File: src/rtl/bist_pkg.sv
// Shared types and constants for the BIST sequencer: state encoding, default
// run geometry and counter width helpers.
package bist_pkg;

    typedef enum logic [3:0] {
        StIdle,
        StArmed,
        StInit,
        StRun,
        StGap,
        StCmp,
        StFin,
        StAbt,
        StHold,
        StWait
    } bist_state_e;

    localparam int unsigned DEF_N_PAT       = 9;
    localparam int unsigned DEF_M_ROUNDS    = 40;
    localparam int unsigned DEF_SEED_SWITCH = 13;

    // Counters must be able to hold their terminal value plus one.
    function automatic int unsigned cnt_width(input int unsigned n);
        return $clog2(n + 1);
    endfunction

    localparam int unsigned DEF_PAT_W   = cnt_width(DEF_N_PAT);
    localparam int unsigned DEF_ROUND_W = cnt_width(DEF_M_ROUNDS);

endpackage

File: src/rtl/bist_tc_counter.sv
// Saturating up-counter with synchronous clear and a terminal-count flag
// that is high while the count equals LAST.
module bist_tc_counter #(
    parameter int unsigned WIDTH = 4,
    parameter int unsigned LAST  = 8
) (
    input  logic             CLK,
    input  logic             RESET,
    input  logic             clear,
    input  logic             enable,
    output logic [WIDTH-1:0] count,
    output logic             tc
);

    localparam logic [WIDTH-1:0] LAST_V = WIDTH'(LAST);

    // The step taken on the terminal count lands on LAST+1; nothing goes beyond.
    always_ff @(posedge CLK or posedge RESET) begin
        if (RESET) begin
            count <= '0;
        end else if (clear) begin
            count <= '0;
        end else if (enable && (count <= LAST_V)) begin
            count <= count + WIDTH'(1);
        end
    end

    assign tc = (count == LAST_V);

endmodule

File: src/rtl/bist_sequencer.sv
// BIST run sequencer: arms on a START low-then-high sequence, steps patterns
// and rounds, compares the signature and reports sticky PASS/FAIL/ABORTED.
module bist_sequencer
    import bist_pkg::*;
#(
    parameter int unsigned N_PAT       = DEF_N_PAT,
    parameter int unsigned M_ROUNDS    = DEF_M_ROUNDS,
    parameter int unsigned SEED_SWITCH = DEF_SEED_SWITCH,
    parameter int unsigned NUM_CH      = 4
) (
    input  logic                              CLK,
    input  logic                              RESET,
    input  logic                              START,
    input  logic                              ABORT,
    input  logic                              SIG_MATCH,
    input  logic [NUM_CH-1:0]                 CH_EN,
    output logic                              RUNNING,
    output logic                              OUT,
    output logic [NUM_CH-1:0]                 CH_OUT,
    output logic                              SEED_SEL,
    output logic                              INIT,
    output logic                              FINISH,
    output logic                              BIST_END,
    output logic                              PASS,
    output logic                              FAIL,
    output logic                              ABORTED,
    output logic [cnt_width(N_PAT)-1:0]       PAT_CNT,
    output logic [cnt_width(M_ROUNDS)-1:0]    ROUND_CNT
);

    localparam int unsigned PAT_W   = cnt_width(N_PAT);
    localparam int unsigned ROUND_W = cnt_width(M_ROUNDS);

    bist_state_e       state_q, state_d;
    logic [NUM_CH-1:0] mask_q;
    logic              pass_q, pass_d;
    logic              fail_q, fail_d;
    logic              aborted_q, aborted_d;
    logic              go, take_abort;
    logic              pat_tc, round_tc;
    logic              pat_clr, pat_en, round_clr, round_en;

    always_comb begin
        state_d    = state_q;
        go         = 1'b0;
        take_abort = 1'b0;
        case (state_q)
            StIdle:  if (!START) state_d = StArmed;
            StArmed: if (START) begin
                state_d = StInit;
                go      = 1'b1;
            end
            StInit: begin
                if (ABORT) begin
                    state_d    = StAbt;
                    take_abort = 1'b1;
                end else begin
                    state_d = StRun;
                end
            end
            StRun: begin
                if (ABORT) begin
                    state_d    = StAbt;
                    take_abort = 1'b1;
                end else if (pat_tc) begin
                    state_d = StGap;
                end
            end
            StGap: begin
                if (ABORT) begin
                    state_d    = StAbt;
                    take_abort = 1'b1;
                end else if (round_tc) begin
                    state_d = StCmp;
                end else begin
                    state_d = StRun;
                end
            end
            StCmp:   state_d = StFin;
            StFin:   state_d = StHold;
            StAbt:   state_d = StHold;
            StHold:  if (!START) state_d = StWait;
            StWait:  if (START) begin
                state_d = StInit;
                go      = 1'b1;
            end
            default: state_d = StIdle;
        endcase
    end

    // Counters and flags are cleared on entry to INIT so they read 0 during it.
    assign pat_clr   = go || ((state_q == StGap) && !ABORT);
    assign pat_en    = (state_q == StRun) && !ABORT;
    assign round_clr = go;
    assign round_en  = (state_q == StGap) && !ABORT;

    always_comb begin
        pass_d    = pass_q;
        fail_d    = fail_q;
        aborted_d = aborted_q;
        if (go) begin
            pass_d    = 1'b0;
            fail_d    = 1'b0;
            aborted_d = 1'b0;
        end else if (state_q == StCmp) begin
            pass_d = SIG_MATCH;
            fail_d = !SIG_MATCH;
        end else if (take_abort) begin
            aborted_d = 1'b1;
        end
    end

    always_ff @(posedge CLK or posedge RESET) begin
        if (RESET) begin
            state_q   <= StIdle;
            mask_q    <= '0;
            pass_q    <= 1'b0;
            fail_q    <= 1'b0;
            aborted_q <= 1'b0;
        end else begin
            state_q   <= state_d;
            pass_q    <= pass_d;
            fail_q    <= fail_d;
            aborted_q <= aborted_d;
            if (state_q == StInit) mask_q <= CH_EN;
        end
    end

    bist_tc_counter #(
        .WIDTH (PAT_W),
        .LAST  (N_PAT - 1)
    ) u_pat_cnt (
        .CLK    (CLK),
        .RESET  (RESET),
        .clear  (pat_clr),
        .enable (pat_en),
        .count  (PAT_CNT),
        .tc     (pat_tc)
    );

    bist_tc_counter #(
        .WIDTH (ROUND_W),
        .LAST  (M_ROUNDS - 1)
    ) u_round_cnt (
        .CLK    (CLK),
        .RESET  (RESET),
        .clear  (round_clr),
        .enable (round_en),
        .count  (ROUND_CNT),
        .tc     (round_tc)
    );

    always_comb begin
        RUNNING  = 1'b0;
        OUT      = 1'b0;
        SEED_SEL = 1'b0;
        INIT     = 1'b0;
        FINISH   = 1'b0;
        BIST_END = 1'b0;
        PASS     = pass_q;
        FAIL     = fail_q;
        ABORTED  = aborted_q;
        case (state_q)
            StIdle, StArmed: ;
            StInit:  INIT = 1'b1;
            StRun: begin
                RUNNING  = 1'b1;
                OUT      = 1'b1;
                SEED_SEL = (32'(ROUND_CNT) >= SEED_SWITCH);
            end
            StGap:   RUNNING = 1'b1;
            StCmp, StHold, StWait: BIST_END = 1'b1;
            StFin, StAbt: begin
                BIST_END = 1'b1;
                FINISH   = 1'b1;
            end
            default: begin
                PASS    = 1'b0;
                FAIL    = 1'b0;
                ABORTED = 1'b0;
            end
        endcase
    end

    assign CH_OUT = OUT ? mask_q : '0;

endmodule
File: config.mk
export PLATFORM = sky130hd
export DESIGN_NAME = bist_sequencer
export DESIGN_NICKNAME = d
export VERILOG_FILES = /design/src/rtl/bist_pkg.sv /design/src/rtl/bist_tc_counter.sv /design/src/rtl/bist_sequencer.sv
export SDC_FILE = /design/constraint.sdc
export NUM_CORES = 1
export LEC_CHECK = 0
export CAP_MARGIN = 5
export CORE_MARGIN = 4
export CORE_UTILIZATION = 56
export CTS_BUF_LIST = sky130_fd_sc_hd__clkbuf_16
export CTS_CLUSTER_SIZE = 25
export DETAILED_ROUTE_END_ITERATION = 7
export DONT_BUFFER_PORTS = 1
export GPL_ROUTABILITY_DRIVEN = 0
export HOLD_SLACK_MARGIN = 0.15
export PLACE_DENSITY = 0.74
export REMOVE_ABC_BUFFERS = 1
export SLEW_MARGIN = 20
export SYNTH_ARGS = -nofsm -noshare
export SYNTH_HDL_FRONTEND = slang
export SYNTH_HIERARCHICAL = 1
export SYNTH_SLANG_ARGS = --single-unit
File: constraint.sdc
create_clock -name CLK -period 2 [get_ports CLK]
set_clock_uncertainty 0.2 [all_clocks]
set_input_delay 0.4 -clock CLK [delete_from_list [all_inputs] [get_ports CLK]]
set_output_delay 0.4 -clock CLK [all_outputs]
set_load 0.05 [all_outputs]
### After elaboration in Yosys (flattened, before gate mapping)

Cells that the tools add are included.

* add/sub/neg operators: 2
* $lt $le $gt $ge: 3
* eq/ne operators: 16
* muxes and demuxes: 34
* reductions and logical operators: 20

Operators with widths (count)
* two-way mux 4 bit: 8
* one-hot mux 4 bit (8 select lines): 1
* two-way mux 1 bit: 20
* equality test 4 x 3 -> 1 bit, second input constant: 4
* equality test 4 bit, second input constant: 3
* two-way mux 6 bit: 2
* OR reduction 10 bit: 1
* two-way mux 3 bit: 3
* equality test 4 x 2 -> 1 bit, second input constant: 2
* nonzero test 2 bit: 4
* adder 6 x 1 -> 6 bit, second input constant: 1
* equality test 6 bit, second input constant: 1
* >= comparator 6 x 4 -> 1 bit, second input constant: 1
* less-or-equal comparator 6 bit, second input constant: 1
* inequality test 2 bit, second input constant: 3
* OR reduction 2 bit: 3
* OR reduction 5 bit: 1
* adder 4 x 1 -> 4 bit, second input constant: 1
* equality test 4 x 1 -> 1 bit, second input constant: 1
* less-or-equal comparator 4 bit, second input constant: 1
* logical AND 1 bit: 4
* zero test 4 bit: 1
* AND reduction 4 bit: 1
* inequality test 3 bit, second input constant: 1
* 5 further kinds: 6

* register bits after elaboration: 21
* input port bits: 9
* output and inout bits: 23
* word-level logic and storage cells: 82

### Depth between registers and ports, before layout

Gate-level depths: netlist (run 1).

* word-level depth: 6
* mapped depth: 7
* gate-level depth less buffers: 6

### Cells and area by module

Netlist (run 1), hierarchy kept.

Modules (own cells, without submodules)
* bist_sequencer: times used 1, cells an instance 83, area an instance 758.2 um2, sequential area each 275.3 um2
* bist_tc_counter at u_round_cnt: times used 1, cells an instance 35, area an instance 321.6 um2, sequential area each 150.1 um2
* bist_tc_counter at u_pat_cnt: times used 1, cells an instance 25, area an instance 259.0 um2, sequential area each 100.1 um2

### Least setup slack after synthesis (run 1)

OpenSTA, ideal clock, no wires.

* path kind: register to output
* start: register state_q[0]
* end: output BIST_END
* arrival time: 1.792 ns
* data required time: 1.400 ns
* setup slack: -0.392 ns
* stages on the path, launching flop included: 4
* path buffers: 1
* cells stage by stage: dfrtp_1 -> buf_2 -> o21ai_0 -> o21ai_0

* word-level cells in the longest chain between the ends: 3
* elaborated cells between the ends (all ways): 7
* classes of those cells: eq/ne: 5; mux: 1; reduce/logical: 1

RTL lines
* start: declaration: line bist_sequencer.sv:34 `bist_state_e state_q, state_d;`
* start signal: assignment: line bist_sequencer.sv:115 `state_q <= StIdle;`
* start signal: assignment: line bist_sequencer.sv:121 `state_q <= state_d;`
* equality test 4 x 3 -> 1 bit or equality test 4 bit (tied branches): line bist_sequencer.sv:163 `case (state_q)`
* OR reduction 5 bit (no line) (*)
* two-way mux 1 bit (*): line bist_sequencer.sv:163
* end: declaration: line bist_sequencer.sv:23 `output logic BIST_END,`

Every way passes the cells marked *; elsewhere a longest branch is shown, timed or not.

### Final worst setup path (run 1)

* start: register state_q[1]
* end: register u_round_cnt.count[3]

* word-level cells in the longest chain between the ends: 4
* elaborated cells between the ends (all ways): 9
* classes of those cells: eq/ne: 3; mux: 2; reduce/logical: 4

RTL lines
* equality test 4 x 3 -> 1 bit: line bist_sequencer.sv:95 `assign round_en = (state_q == StGap) && !ABORT;`
* logical AND 1 bit: line bist_sequencer.sv:95
* net round_en: line bist_sequencer.sv:41 `logic pat_clr, pat_en, round_clr, round_en;`
* logical AND 1 bit: line bist_tc_counter.sv:23 `end else if (enable && (count <= LAST_V)) begin`
* nonzero test 2 bit (no line)
* end signal: assignment: line bist_tc_counter.sv:24 `count <= count + WIDTH'(1);`
* end: declaration: line bist_tc_counter.sv:11 `output logic [WIDTH-1:0] count,`

The timed path passes the listed nets, and every way through them passes these cells.
A chain may end at the register's enable or synchronous reset.

==> flow_summary.ini, run 1 <==
[status]
status = finished with violations
violations = negative setup slack

[layout]
nets = 204
area_growth_pct = 50.6
diodes = 0
utilization_pct = 90.3
drive_gt1_share_pct = 40.3
layout_common_cells = buf_4 (28), dfrtp_1 (17), inv_1 (12)
final_common_cell = buf_4

[clock_tree]
cts_max_level = 1
cts_tree = yes
cts_buffers = 3
root_buffer = clkbuf_16
cts_buffer_depth = 2
cts.clk_slew.worst_paths_ns = 0.06
cts_sinks = 21
clock_latency_ns = 0.25

[routing]
via_count = 1386
drt-pass1-iter-count = 4
vias_per_cell = 6.33
first_iter_violations = 83
drc = 0
drt_wl_total_um = 4610
wl_per_cell_um = 21.1
ant_nets = 0

[placement]
hpwlAfterDp_um = 2270
port-buffer-count = 0

[die]
ios = 32
rows = 17
core_sq_um = 2230
start_util_pct = 59.9
die_h_um = 56.9
die-area_sq_um = 3240
fp.dieW_um = 56.9

[worst_setup_path]
cp.buffers_inverters = 2
crit_top_cell = buf_4
slowest_stage = dfrtp_2
critical_path.top_delay_family = simple AND/OR/NAND/NOR gates
cp.arrival_ns = 2.10
max_stage_delay_ns = 0.49
crit_path_start_kind = flop
end_kind = flop
path_cells = buf_4, nand2b_1, nor4_2, buf_4, and4_4, a21oi_1, a311oi_1
required_ns = 1.93
crit_fanout = 8
critPathKind = reg -> reg

[synth]
synth-async-reset-ratio_pct = 100
synth.avg_cell_area_sq_um = 9.36
synth.distinct_cells = 47
netlist_area_sq_um = 1340
ys_ff_latch = 21
ys_warn_count = 6
ys_seq_area_share_pct = 39.3
synth_top_flop_cell = dfrtp_1
synth_cells = 143
synth_edf_count = 0

[timing]
hold_viol_final = 0
rsz0062_at_grt = yes
clock.fmax_mhz = 459
worstMarginPinSlew_ns = 0.444
period_share_pct = 109
layout_setup_ws_ns = -0.177
maxSlewViolCount = 0
finalSetupViolations = 11
whs_ns = 0.237
slew_headroom_pct = 70.2
layout_min_cycle_time_ns = 2.18

[grt]
grt_max_degree = 12
grt_usage_pct = 24.3
grt_pass1_wl_um = 6070
antenna_found_initial = 0
grt.overflow.total = 0
grt_pass1_vias = 1287

[power]
total_leakage_power_uw = 0.000903
power.density_nw_per_um2 = 1820
ir_drop_uv = 1710

[job]
cap_violations = 0

[hold_path]
hold_class = in -> reg
## worst reg2reg max path, cell delays in order (launching register included)
cell and delay, ns:
dfrtp_2 0.49, buf_4 0.18, nand2b_1 0.17, nor4_2 0.19
buf_4 0.20, and4_4 0.24, a21oi_1 0.07, a311oi_1 0.31
## cell usage after synthesis (3+ instances only)
cell | count | area share [%]
a21oi_1 | 9 | 3.4
and2_1 | 10 | 4.7
buf_4 | 3 | 1.7
dfrtp_1 | 21 | 39
ha_1 | 3 | 2.8
inv_1 | 12 | 3.4
mux2_2 | 4 | 3.4
nand2_1 | 8 | 2.2
nand2b_1 | 5 | 2.3
nor2_1 | 10 | 2.8
nor2b_1 | 3 | 1.4
o21ai_0 | 10 | 3.7
## layer usage
layer	global-route usage, %	up-vias	part of all wire, %
li1	-	603	-
met1	28.8	677	36
met2	42.6	84	51
met3	4.60	22	8.2
met4	9.93	0	4.2
met5	0	-	0
## worst paths after layout
kind                                 start                    to  slack, ns  cells past startpoint
worst max register to register  state_q[1]  u_round_cnt/count[3]      -0.18                      7
worst min register to register   mask_q[3]             mask_q[3]       0.31                      1
worst max-delay path            state_q[1]  u_round_cnt/count[3]      -0.18                      7
max in group asynchronous            RESET            state_q[1]       0.80                      2
worst min-delay path                 ABORT            state_q[2]       0.24                      2
min in group asynchronous            RESET    u_pat_cnt/count[2]       0.35                      2
## timing repair
action                     4_1_cts  5_1_grt
setup endpoints to repair       12       17
buffers inserted                 8        6
gates cloned                     0        0
hold buffers                     6        0
resized for setup               12       19
hold endpoints to repair        27        0
pin swaps                        2        7
## final cells by class
cell class                 count  area, sq um
timing repair buffer          51          524
multi-input combinational    103          802
clock inverter                 1         3.75
fill                          93          218
inverter                      12         45.0
sequential                    21          531
tap                           28         35.0
clock buffer                   3         75.1
## kinds of logic after synthesis
group	synth area share, %
compound gates	17.1
xor+xnor	0.654
fa+ha+maj	2.80
buf+inv	6.82
flops	39.3
mux	5.98
simple gates	27.4
## flip-flops by register name (all words and copies together), names as in the netlist
register,count
u_round_cnt/count,6
mask_q,4
u_pat_cnt/count,4
aborted_q,1
pass_q,1
state_q,4
fail_q,1
## per-stage QoR
step / std cells / area (sq um) / setup WS [ns] / TNS, ns / total power [uW]
4_1_cts: 213 / 1900 / -0.00187 / -0.00307 / 3360
2_1_floorplan: 136 / 1290 / -0.420 / -2.33 / 2000
5_1_grt: 219 / 2020 / -0.203 / -1.25 / 3830
3_5_place_dp: 195 / 1660 / 0.0854 / 0 / 2740
3_3_place_gp: 195 / 1660 / 0.119 / 0 / 2670
6_report: 219 / 2020 / -0.177 / -0.775 / 3670
## power by group
group / internal (uW) / switching (uW) / leakage [uW]
clock network: 267 / 163 / 0.0000423
logic: 1120 / 1400 / 0.000596
registers: 587 / 139 / 0.000265
total: 1970 / 1700 / 0.000903
No activity file was read; power rests on OpenSTA's default activity.
==> run 2: changes to the inputs <==
--- a/config.mk
+++ b/config.mk
@@ -9,6 +9,7 @@
 export CORE_MARGIN = 4
 export CORE_UTILIZATION = 56
 export CTS_BUF_LIST = sky130_fd_sc_hd__clkbuf_16
+export CTS_CLUSTER_DIAMETER = 80
 export CTS_CLUSTER_SIZE = 25
 export DETAILED_ROUTE_END_ITERATION = 7
 export DONT_BUFFER_PORTS = 1
==> results of run 2 <==
No change in the layout: final DEF, timing and power equal those of run 1.
==> run 3: changes to the inputs <==
--- a/config.mk
+++ b/config.mk
@@ -13,10 +13,11 @@
 export CTS_CLUSTER_SIZE = 25
 export DETAILED_ROUTE_END_ITERATION = 7
 export DONT_BUFFER_PORTS = 1
-export GPL_ROUTABILITY_DRIVEN = 0
+export GPL_ROUTABILITY_DRIVEN = 1
 export HOLD_SLACK_MARGIN = 0.15
 export PLACE_DENSITY = 0.74
 export REMOVE_ABC_BUFFERS = 1
+export SKIP_CTS_REPAIR_TIMING = 1
 export SLEW_MARGIN = 20
 export SYNTH_ARGS = -nofsm -noshare
 export SYNTH_HDL_FRONTEND = slang
==> run 3 against run 2 <==
Against the previous run: the run still ends with negative setup slack left; non-clock buffer count shrank 4; flip-flop and latch count is the same; critical endpoint is now BIST_END; fmax grew 1.8%; sequential power grew 4.7%; largest power group unchanged; critical path depth shrank 2.
==> flow_summary.ini, run 3 (synthesis gave the netlist of run 1 again) <==
[status]
status = finished with violations
violations = negative setup slack

[timing]
maxSlewViolCount = 0
period_share_pct = 107
rsz0062_at_grt = yes
worstMarginPinSlew_ns = 0.472
slew_headroom_pct = 68.5
finalSetupTns_ns = -0.399
hold_viol_final = 0
layout_setup_ws_ns = -0.138
clock.fmax_mhz = 468
finalSetupViolations = 8
layout_min_cycle_time_ns = 2.14

[clock_tree]
cts_buffer_depth = 2
cts_max_level = 1
cts_buffers = 3
cts.clk_slew.worst_paths_ns = 0.06
cts_sinks = 21
clock_latency_ns = 0.26
cts_tree = yes
root_buffer = clkbuf_16

[layout]
stdcell_count = 215
top_register = u_round_cnt/count
diodes = 0
fillCellCount = 108
seqCellArea_sq_um = 531
largest_reg_flops = 6
final_common_cell = buf_4
area_growth_pct = 47.5
layout_common_cells = buf_4 (25), dfrtp_1 (17), inv_1 (12)
final_design_area_no_fill_sq_um = 1970
nets = 200
multiInputGateArea_sq_um = 782
drive_gt1_share_pct = 39.0

[routing]
drc = 0
drt_wl_total_um = 4400
via_count = 1314
drt-pass1-iter-count = 4
wl_per_cell_um = 20.5
first_iter_violations = 66
ant_nets = 0
vias_per_cell = 6.11

[grt]
met1_usage_pct = 25.8
met2_usage_pct = 34.7
grt_pass1_wl_um = 5290
grt.overflow.total = 0
antenna_found_initial = 0
use_met3_pct = 4.37
grt_pass1_vias = 1171
busiest_layer = met2
grt_usage_pct = 20.5
grt_max_degree = 13

[worst_setup_path]
crit_fanout = 7
end_kind = primary output
path_cells = buf_4, nor2_1, nand2_1, o21ai_1, buf_4
critPathKind = reg -> out
slowest_stage = dfrtp_2
max_stage_delay_ns = 0.48
crit_path_start_kind = flop
required_ns = 1.40
crit_top_cell = buf_4
cp.arrival_ns = 1.54

[die]
rows = 17
start_util_pct = 59.9
ios = 32
die-area_sq_um = 3240
fp.dieW_um = 56.9
core_sq_um = 2230
die_h_um = 56.9

[job]
cap_violations = 0

[placement]
port-buffer-count = 0
dp_cells = 195
hpwlAfterDp_um = 2270
place_area_sq_um = 1660
gp_congestion = 0.784

[power]
power.density_nw_per_um2 = 1840
total_leakage_power_uw = 0.000886
p_sw_uw = 1690
internal_power_uw = 1940
power_frac_clock_pct = 11.9
power_frac_comb_pct = 67.1
switching_share_pct = 46.5
ir_drop_uv = 1700
seq_power_share_pct = 21.0

[hold_path]
hold_class = in -> reg
## run 3: changes by cell type in the layout (fill, tap and decap cells not counted), moves of 2 or more
cell and change:
and2_1 -2, and2_4 +2, buf_4 -3, buf_6 -2, a21oi_1 +2
## run 3: cell type report
class / instances / share of cell area, %
multi-input combinational: 103 / 39.6
sequential: 21 / 26.9
timing repair buffer: 47 / 25.3
clock buffer: 3 / 3.80
inverter: 12 / 2.41
tap: 28 / 1.77
clock inverter: 1 / 0.190
## run 3: worst max-delay path, delay by kind of cell (launching register included)
kind                   cells  cell delay, ns
buffers and inverters      2            0.40
AOI/OAI and AO/OA          1            0.10
DFF                        1            0.48
and+or+nand+nor            2            0.29
## run 3: path summary, 6_finish.rpt
check / cells after the start / to / slack [ns] / from
max: 5 / BIST_END / -0.14 / state_q[1]
min: 2 / state_q[2] / 0.22 / ABORT
max reg2reg: 6 / u_round_cnt/count[3] / 0.03 / state_q[0]
min reg2reg: 1 / mask_q[3] / 0.31 / mask_q[3]
max in group asynchronous: 2 / state_q[2] / 0.78 / RESET
min in group asynchronous: 2 / u_pat_cnt/count[0] / 0.34 / RESET
## run 3: routing by layer
metal / up-vias / share of wire (%)
li1: 586 / -
met5: - / 0
met3: 16 / 8.6
met2: 83 / 50
met4: 0 / 3.8
met1: 629 / 38
## run 3: power groups by stage
stage	Combinational [uW]	Sequential [uW]	Clock, uW
CTS	2010	734	416
global route	2560	776	459
global placement	1940	722	0
finish	2430	761	433
detailed placement	2000	738	0
floorplan	1090	918	0
## run 3: through the flow
stage | setup slack, ns | hold slack [ns] | total power [uW] | util (%)
final | -0.138 | 0.221 | 3630 | 88.4
after floorplan | -0.420 | -0.0339 | 2000 | -
after global routing | -0.155 | 0.243 | 3790 | 88.4
after global placement | 0.119 | -0.0220 | 2670 | 74.3
after CTS | -0.163 | -0.287 | 3160 | 77.9
after detailed placement | 0.0854 | -0.0202 | 2740 | 74.3
